## src/rtl/sr_reg_bank_pkg.sv

```systemverilog
// sr_pkg: shared encodings for the sr_reg_bank storage-cell library.
`default_nettype none

package sr_pkg;

  // Global mode encodings, applied to every channel in a given cycle
  localparam logic [1:0] MODE_SR = 2'b00;
  localparam logic [1:0] MODE_JK = 2'b01;
  localparam logic [1:0] MODE_D  = 2'b10;
  localparam logic [1:0] MODE_T  = 2'b11;

  // Resolution of s=r=1 in SR mode
  localparam int POL_HOLD = 0;
  localparam int POL_SET  = 1;
  localparam int POL_RST  = 2;
  localparam int POL_TOG  = 3;

  localparam int INV_CNT_W = 16;

endpackage : sr_pkg

`default_nettype wire

```

## src/rtl/sr_reg_bank_cell.sv

```systemverilog
// +------------------------------------------------------------------+
// | sr_cell: one storage channel (q plus sticky err) of sr_reg_bank  |
// | Rev 1.0                                                          |
// +------------------------------------------------------------------+
`default_nettype none

module sr_cell
  import sr_pkg::*;
#(
  parameter logic RST_BIT   = 1'b0,
  parameter int   SR_POLICY = POL_HOLD
) (
  input  logic       clk,
  input  logic       rst_n,
  input  logic       en,
  input  logic [1:0] mode,
  input  logic       s,
  input  logic       r,
  input  logic       err_clr,
  output logic       q,
  output logic       err,
  output logic       err_next,
  output logic       invalid
);

  logic q_next;

  always_comb begin
    q_next  = q;
    invalid = 1'b0;
    if (en) begin
      case (mode)
        MODE_SR: begin
          case ({s, r})
            2'b01:   q_next = 1'b0;
            2'b10:   q_next = 1'b1;
            2'b11: begin
              invalid = 1'b1;
              case (SR_POLICY)
                POL_SET: q_next = 1'b1;
                POL_RST: q_next = 1'b0;
                POL_TOG: q_next = ~q;
                default: q_next = q;
              endcase
            end
            default: q_next = q;
          endcase
        end
        MODE_JK: begin
          case ({s, r})
            2'b01:   q_next = 1'b0;
            2'b10:   q_next = 1'b1;
            2'b11:   q_next = ~q;
            default: q_next = q;
          endcase
        end
        MODE_D:  q_next = s;
        default: q_next = q ^ s;
      endcase
    end
  end

  // A new invalid on the same edge as a clear keeps the flag set
  assign err_next = (err & ~err_clr) | invalid;

  always_ff @(posedge clk or negedge rst_n) begin
    if (!rst_n) begin
      q   <= RST_BIT;
      err <= 1'b0;
    end else begin
      q   <= q_next;
      err <= err_next;
    end
  end

endmodule : sr_cell

`default_nettype wire

```

## src/rtl/sr_reg_bank.sv

```systemverilog
// +------------------------------------------------------------------+
// | sr_reg_bank: WIDTH-channel SR/JK/D/T register bank, sticky errs. |
// | Optional macro SR_INVALID_CNT_EN adds inv_cnt.   Rev 1.0         |
// +------------------------------------------------------------------+
`default_nettype none

module sr_reg_bank
  import sr_pkg::*;
#(
  parameter int               WIDTH     = 8,
  parameter logic [WIDTH-1:0] RST_VAL   = {WIDTH{1'b0}},
  parameter int               SR_POLICY = POL_HOLD
) (
  input  logic                 clk,
  input  logic                 rst_n,
  input  logic                 en,
  input  logic [1:0]           mode,
  input  logic [WIDTH-1:0]     s,
  input  logic [WIDTH-1:0]     r,
  input  logic [WIDTH-1:0]     err_clr,
  output logic [WIDTH-1:0]     q,
  output logic [WIDTH-1:0]     qn,
  output logic [WIDTH-1:0]     err,
`ifdef SR_INVALID_CNT_EN
  output logic [INV_CNT_W-1:0] inv_cnt,
`endif
  output logic                 any_err
);

  logic [WIDTH-1:0] err_next;
  logic [WIDTH-1:0] invalid;

  if (SR_POLICY < POL_HOLD || SR_POLICY > POL_TOG) begin : g_bad_policy
    $error("sr_reg_bank: SR_POLICY must be 0..3");
  end

  for (genvar i = 0; i < WIDTH; i++) begin : g_cell
    sr_cell #(
      .RST_BIT   (RST_VAL[i]),
      .SR_POLICY (SR_POLICY)
    ) u_cell (
      .clk      (clk),
      .rst_n    (rst_n),
      .en       (en),
      .mode     (mode),
      .s        (s[i]),
      .r        (r[i]),
      .err_clr  (err_clr[i]),
      .q        (q[i]),
      .err      (err[i]),
      .err_next (err_next[i]),
      .invalid  (invalid[i])
    );
  end

  assign qn = ~q;

  // Registered from the err next-state so it tracks err on the same edge
  always_ff @(posedge clk or negedge rst_n) begin
    if (!rst_n) begin
      any_err <= 1'b0;
    end else begin
      any_err <= |err_next;
    end
  end

`ifdef SR_INVALID_CNT_EN
  logic any_inv;
  logic clr_all;

  assign any_inv = |invalid;
  assign clr_all = &err_clr;

  always_ff @(posedge clk or negedge rst_n) begin
    if (!rst_n) begin
      inv_cnt <= '0;
    end else if (any_inv) begin
      if (clr_all) begin
        inv_cnt <= INV_CNT_W'(1);
      end else if (inv_cnt != {INV_CNT_W{1'b1}}) begin
        inv_cnt <= inv_cnt + INV_CNT_W'(1);
      end
    end else if (clr_all) begin
      inv_cnt <= '0;
    end
  end
`endif

endmodule : sr_reg_bank

`default_nettype wire
```

## config.mk

```make
export PLATFORM = sky130hd
export DESIGN_NAME = sr_reg_bank
export DESIGN_NICKNAME = d
export VERILOG_FILES = /design/src/rtl/sr_reg_bank_pkg.sv /design/src/rtl/sr_reg_bank_cell.sv /design/src/rtl/sr_reg_bank.sv
export SDC_FILE = /design/constraint.sdc
export NUM_CORES = 1
export LEC_CHECK = 0
export ABC_AREA = 1
export CAP_MARGIN = 10
export CORE_ASPECT_RATIO = 0.7
export CORE_MARGIN = 2
export CORE_UTILIZATION = 44
export DETAILED_ROUTE_END_ITERATION = 10
export GPL_TIMING_DRIVEN = 1
export HOLD_SLACK_MARGIN = 0.02
export PLACE_DENSITY_LB_ADDON = 0.25
export SLEW_MARGIN = 20
export SYNTH_ARGS = -nofsm -noshare
export SYNTH_HDL_FRONTEND = slang
export SYNTH_SLANG_ARGS = --single-unit
```

## constraint.sdc

```tcl
create_clock -name clk -period 2.5 [get_ports clk]
set_input_delay 0.25 -clock clk [delete_from_list [all_inputs] [get_ports clk]]
set_output_delay 0.25 -clock clk [all_outputs]
set_load 0.01 [all_outputs]
```

==> qor.txt, run 1 <==
vias in the first global route: 1,170
endpoint type of the worst setup path: flip-flop
die area: 0.00330 mm²
clock latency at the later pin of the worst-skew pair: 250 ps
Min Hold Slack: 451 ps
Max clock buf depth: 2
Area Growth Syn to Fin: 37.7%
Mapped Cells: 199
main area contributors after synthesis: dfrtp_1 (34%), nand2_1 (20%), inv_1 (12%), buf_4 (11%), nand3_1 (7.6%)
status: finished clean
share of layout cells above drive strength 1: 0.0169
Slew Limit Fails: 0
Root Buffer: clkbuf_8
WL met2: 1280 µm
RePlAce Congestion: 0.837
Distinct cells, synth: 15
final setup vio count: 0
hold crit path type: in2async
global-route wire length before repair: 4930 µm
worst path cell trace: clkdlybuf4s50_1 > nor2_2 > nand3_1 > nand2_1 > inv_1 > nand2_1 > nor2_1 > nand2_1
CTS tree: done
clk_skew: 0.532 ps
worst relative slew slack: 0.481
maximum achievable frequency: 610 MHz
Data arrival, critical path: 1830 ps
TNS Setup: 0 ps
register area share after synthesis: 0.339
post-layout minimum cycle time: 1640 ps
syn_area_per_cell: 6.31 µm²
Final ANT Viol Nets: 0
CTS Buf Count: 3
Synth warnings: 0
Pint: 0.000634 W
initial drt markers: 75
vias per cell: 4.71
GRT overflow: 0
post-synth net total: 228
met1 WL: 1420 µm
Top-Level Pins: 54
Hold Vio Cnt, Final: 0
initial antenna violation count: 0
Slew @ Worst Pin: 776 ps
Final HPWL DP: 2310 µm
cts repair resizes: 0
Net Switching: 0.000286 W
P_leak: 0.945 nW
Cell Rows: 16
DR top layer: met4
H-tree Lvls: 1
clock power share: 0.222
cell area after synthesis: 0.00125 mm²
DRC: 0
Total Routed Length: 2940 µm
Sw Share: 0.311
Max VDD drop: 319 µV
Antenna Cells: 0
Critical Path Start Type: input pin
Setup CP Type: in2reg
Total GRT Usage: 0.194
# clock sinks: 17
slowest CP cell: clkdlybuf4s50_1
routed wl met3: 222 µm
CTS hold repair buffers: 0
Worst EP required: 2690 ps
RSZ-0062 raised after global routing: no
Clk pin slew, worst setup/hold paths: 60 ps
postcts setup bufs: 0
WL/cell: 10.8 µm
EDFF count, synth: 0
ys async rst share: 1.00
Port Buffers: 53
area share of the largest cell type after synthesis: 0.339
Pwr Density: 533 mW/mm²
pin count of the biggest net entering global routing: 18
Synth top cells by count: nand2_1 (66), inv_1 (40), buf_4 (19), nand3_1 (19), dfrtp_1 (17)
Top FF cell, synth: dfrtp_1
Gate power share: 0.403
Initial Util: 0.454
1st-pass router iterations: 4
number of max-cap violations: 0
critical path peak fanout: 14
Final nets: 266
Crit path top cell by count: nand2_1
total core area: 0.00276 mm²
slowest stage delay, CP: 600 ps
most common cell in the netlist: nand2_1
chip width: 67.8 µm
DR vias: 1,282
sequential power share: 0.375
dominant cell type by area after synthesis: dfrtp_1
Period Utilization, post-route: 0.656
#FFs+latches synth: 17
Die Y: 48.7 µm
[final timing paths]
path,from,endpoint,slack [ps],cells after the start
worst min-delay path,rst_n,g_cell[4].u_cell.q,450,1
worst max-delay path,mode[1],any_err,860,8
worst max register to register,g_cell[7].u_cell.err,any_err,1600,6
min in group clk,g_cell[1].u_cell.q,g_cell[1].u_cell.q,500,2
max in group asynchronous,rst_n,g_cell[0].u_cell.err,1560,1
worst min register to register,g_cell[1].u_cell.q,g_cell[1].u_cell.q,500,2
[per-stage QoR]
step	util	area [µm²]	setup WS (ps)	instances	power, W
after global placement	0.609	1680	664	268	0.000720
final	0.625	1730	861	272	0.000920
after detailed placement	0.609	1680	618	268	0.000721
after CTS	0.625	1730	879	272	0.000930
after global routing	0.625	1730	717	272	0.000983
after floorplan	-	1250	1480	199	0.000549
[cell families after synthesis]
logic type             Yosys count  synth area share
AO/OA/AOI/OAI                   21            0.0947
flip-flops                      17             0.339
buffers and inverters           60             0.237
AND/OR/NAND/NOR                101             0.329
[power groups by stage]
stage,Clock (W),Combinational (W),Sequential [W]
finish,0.000204,0.000371,0.000345
global route,0.000223,0.000408,0.000352
CTS,0.000211,0.000373,0.000346
detailed placement,0,0.000371,0.000350
global placement,0,0.000369,0.000351
floorplan,0,0.000203,0.000345
[flip-flops by register name, summed over array words and instances (netlist names)]
register and cells:
any_err 1, g_cell.u_cell.err 8, g_cell.u_cell.q 8
[placed cells by master (no fill, tap or decap)]
master and instances:
o21ai_0 4, a21oi_1 12, o211ai_1 1, dfrtp_1 17, inv_1 40, clkbuf_1 1, nand2_1 66, o2111ai_1 2
nand4_1 3, nand3_1 19, a31oi_1 1, nor2_2 1, nor2_1 12, clkbuf_8 3, o21bai_1 1, clkdlybuf4s50_1 53
[metal layers]
metal	global-route usage	vias to the layer above
li1	-	667
met1	0.271	568
met3	0.0512	2
met4	0.0500	0
met2	0.296	45
met5	0	-
[critical path, delay by kind of cell]
family	cells	cell delay, ps
simple gates	6	940
buf+inv	2	640
[layout make-up]
type	count	area (µm²)
tap	36	45.0
sequential	17	425
clock buffer	4	45.0
timing repair buffer	53	531
multi-input combinational	122	532
inverter	40	150
fill	264	1030
(Power assumes the default switching activity.)
==> inputs of run 2 (changes only) <==
- CORE_UTILIZATION: 44 -> 38
- clock period: 2.5 -> 1.5 ns (I/O delays scaled with it)
==> run 2 against run 1 <==
  * Core utilization shrank 5.1 points
  * Power grew 72%
  * Clock skew grew 3.3 ps
  * Combinational power grew 72%
  * Cell count grew 4.4%
  * Register-to-register slack lost 1000 ps
  * Worst setup slack lost 790 ps
  * Largest cell class is now non-clock buffers
  * Sequential power grew 68%
  * Sequential cell count is the same
  * Hold slack lost 230 ps
  * Non-clock buffer count grew 10
==> qor.txt, run 2 (synthesis results as in run 1) <==
P_leak: 1.00 nW (was 0.945 nW)
Top-Level Pins: 54 (unchanged)
commonest non-fill, non-tap cell in the layout: nand2_1 (unchanged)
clk_skew: 3.81 ps (was 0.532 ps)
initial antenna violation count: 0 (unchanged)
Root Buffer: clkbuf_8 (unchanged)
pin count of the biggest net entering global routing: 18 (unchanged)
H-tree Lvls: 1 (unchanged)
number of max-cap violations: 0 (unchanged)
worst relative slew slack: 0.832 (was 0.481)
Setup CP Type: reg2out (was in2reg)
total core area: 0.00315 mm² (was 0.00276 mm²)
endpoint type of the worst setup path: output pin (was flip-flop)
Final HPWL DP: 2460 µm (was 2310 µm)
maximum achievable frequency: 701 MHz
TNS Setup: 0 ps (unchanged)
hold crit path type: in2async (unchanged)
RePlAce Congestion: 0.791 (was 0.837)
pre-CTS setup slack: 13.8 ps (was 618 ps)
setup ws final: 73.2 ps (was 861 ps)
# clock sinks: 17 (unchanged)
commonest cells after routing, fill and taps aside: nand2_1 (66), clkdlybuf4s50_1 (52), inv_1 (40), nand3_1 (19), dfrtp_1 (17) (was nand2_1 (66), clkdlybuf4s50_1 (53), inv_1 (40), nand3_1 (19), dfrtp_1 (17))
status: finished clean (unchanged)
clock latency at the later pin of the worst-skew pair: 260 ps (was 250 ps)
biggest registers after layout: g_cell.u_cell.err x8, g_cell.u_cell.q x8, any_err x1 (unchanged)
Total GRT Usage: 0.180 (was 0.194)
final setup vio count: 0 (unchanged)
post-layout minimum cycle time: 1430 ps
Slew @ Worst Pin: 252 ps (was 776 ps)
vias per cell: 4.68 (was 4.71)
Hold Vio Cnt, Final: 0 (unchanged)
Port Buffers: 53 (unchanged)
GRT overflow: 0 (unchanged)
share of layout cells above drive strength 1: 0.0610 (was 0.0169)
Final nets: 276 (was 266)
chip width: 72.7 µm (was 67.8 µm)
1st-pass router iterations: 4 (unchanged)
Data arrival, critical path: 1280 ps (was 1830 ps)
Clk pin slew, worst setup/hold paths: 80 ps (was 60 ps)
initial drt markers: 88 (was 75)
vias in the first global route: 1,245 (was 1,170)
Fillers: 329 (was 264)
critical path peak fanout: 3 (was 14)
die area: 0.00379 mm² (was 0.00330 mm²)
global-route wire length before repair: 5250 µm (was 4930 µm)
Antenna Cells: 0 (unchanged)
Initial Util: 0.399 (was 0.454)
Max VDD drop: 488 µV (was 319 µV)
Worst EP required: 1350 ps (was 2690 ps)
DR vias: 1,329 (was 1,282)
Critical Path Start Type: flip-flop (was input pin)
WL/cell: 11.0 µm (was 10.8 µm)
Pwr Density: 875 mW/mm² (was 533 mW/mm²)
DRC: 0 (unchanged)
Max clock buf depth: 2 (unchanged)
Total Routed Length: 3130 µm (was 2940 µm)
RSZ-0062 raised after global routing: no (unchanged)
Area Growth Syn to Fin: 44.2% (was 37.7%)
Final ANT Viol Nets: 0 (unchanged)
CTS tree: done (unchanged)
Die Y: 52.1 µm (was 48.7 µm)
CTS hold repair buffers: 0 (unchanged)
CTS Buf Count: 3 (unchanged)
Cell Rows: 17 (was 16)
Period Utilization, post-route: 0.951
Slew Limit Fails: 0 (unchanged)
-- run 2: per-stage QoR --
stage | area, µm² | utilization | power [W] | hold slack [ps] | instances
final | 1810 | 0.575 | 0.00158 | 218 | 284
after global routing | 1810 | 0.575 | 0.00169 | 254 | 284
after CTS | 1810 | 0.574 | 0.00160 | 228 | 284
after detailed placement | 1760 | 0.559 | 0.00123 | 489 | 280
after global placement | 1760 | 0.559 | 0.00122 | 491 | 280
after floorplan | 1250 | - | 0.000915 | -146 | 199
-- run 2: layout make-up --
class	count	area [µm²]	area share
Timing Repair Buffer	63	608	0.336
Multi-Input combinational cell	122	532	0.294
Sequential cell	17	425	0.235
Inverter	40	150	0.0830
Tap cell	38	47.5	0.0263
Clock buffer	3	41.3	0.0228
Clock inverter	1	5.00	0.00277
-- run 2: what timing repair did --
item | in CTS | in global routing
resized for setup | 0 | 1
setup endpoints to repair | 0 | 1
buffers inserted | 0 | 0
-- run 2: where the power goes --
part | leakage, nW | switching [W] | internal [W]
clock | 0.0255 | 0.000181 | 0.000185
combinational | 0.760 | 0.000280 | 0.000358
sequential | 0.217 | 0.0000537 | 0.000525
total | 1.00 | 0.000516 | 0.00107
-- run 2: worst max-delay path, cell delays in order, from the launching register on --
cell and delay [ps]:
dfrtp_1 400, inv_1 80, clkdlybuf4s50_1 540
-- run 2: final timing paths --
path,to,start,slack (ps),cells after the start
min in group clk,g_cell[5].u_cell.err,err_clr[5],480,4
worst max-delay path,qn[5],g_cell[5].u_cell.q,70,2
max in group asynchronous,g_cell[5].u_cell.err,rst_n,1080,2
worst min register to register,g_cell[2].u_cell.err,g_cell[2].u_cell.err,510,2
worst max register to register,any_err,g_cell[3].u_cell.err,600,6
worst min-delay path,g_cell[6].u_cell.q,rst_n,220,2
-- run 2: routing by layer --
metal / share of wire / vias up / track usage
li1: - / 691 / -
met1: 0.50 / 578 / 0.241
met2: 0.41 / 54 / 0.283
met3: 0.085 / 6 / 0.0601
met4: 0.012 / 0 / 0.0401
met5: 0 / - / 0
==> inputs of run 3 (changes only) <==
- ABC_CLOCK_PERIOD_IN_PS: default -> 1500
==> results of run 3 <==
No change in the layout: final DEF, timing and power equal those of run 2.
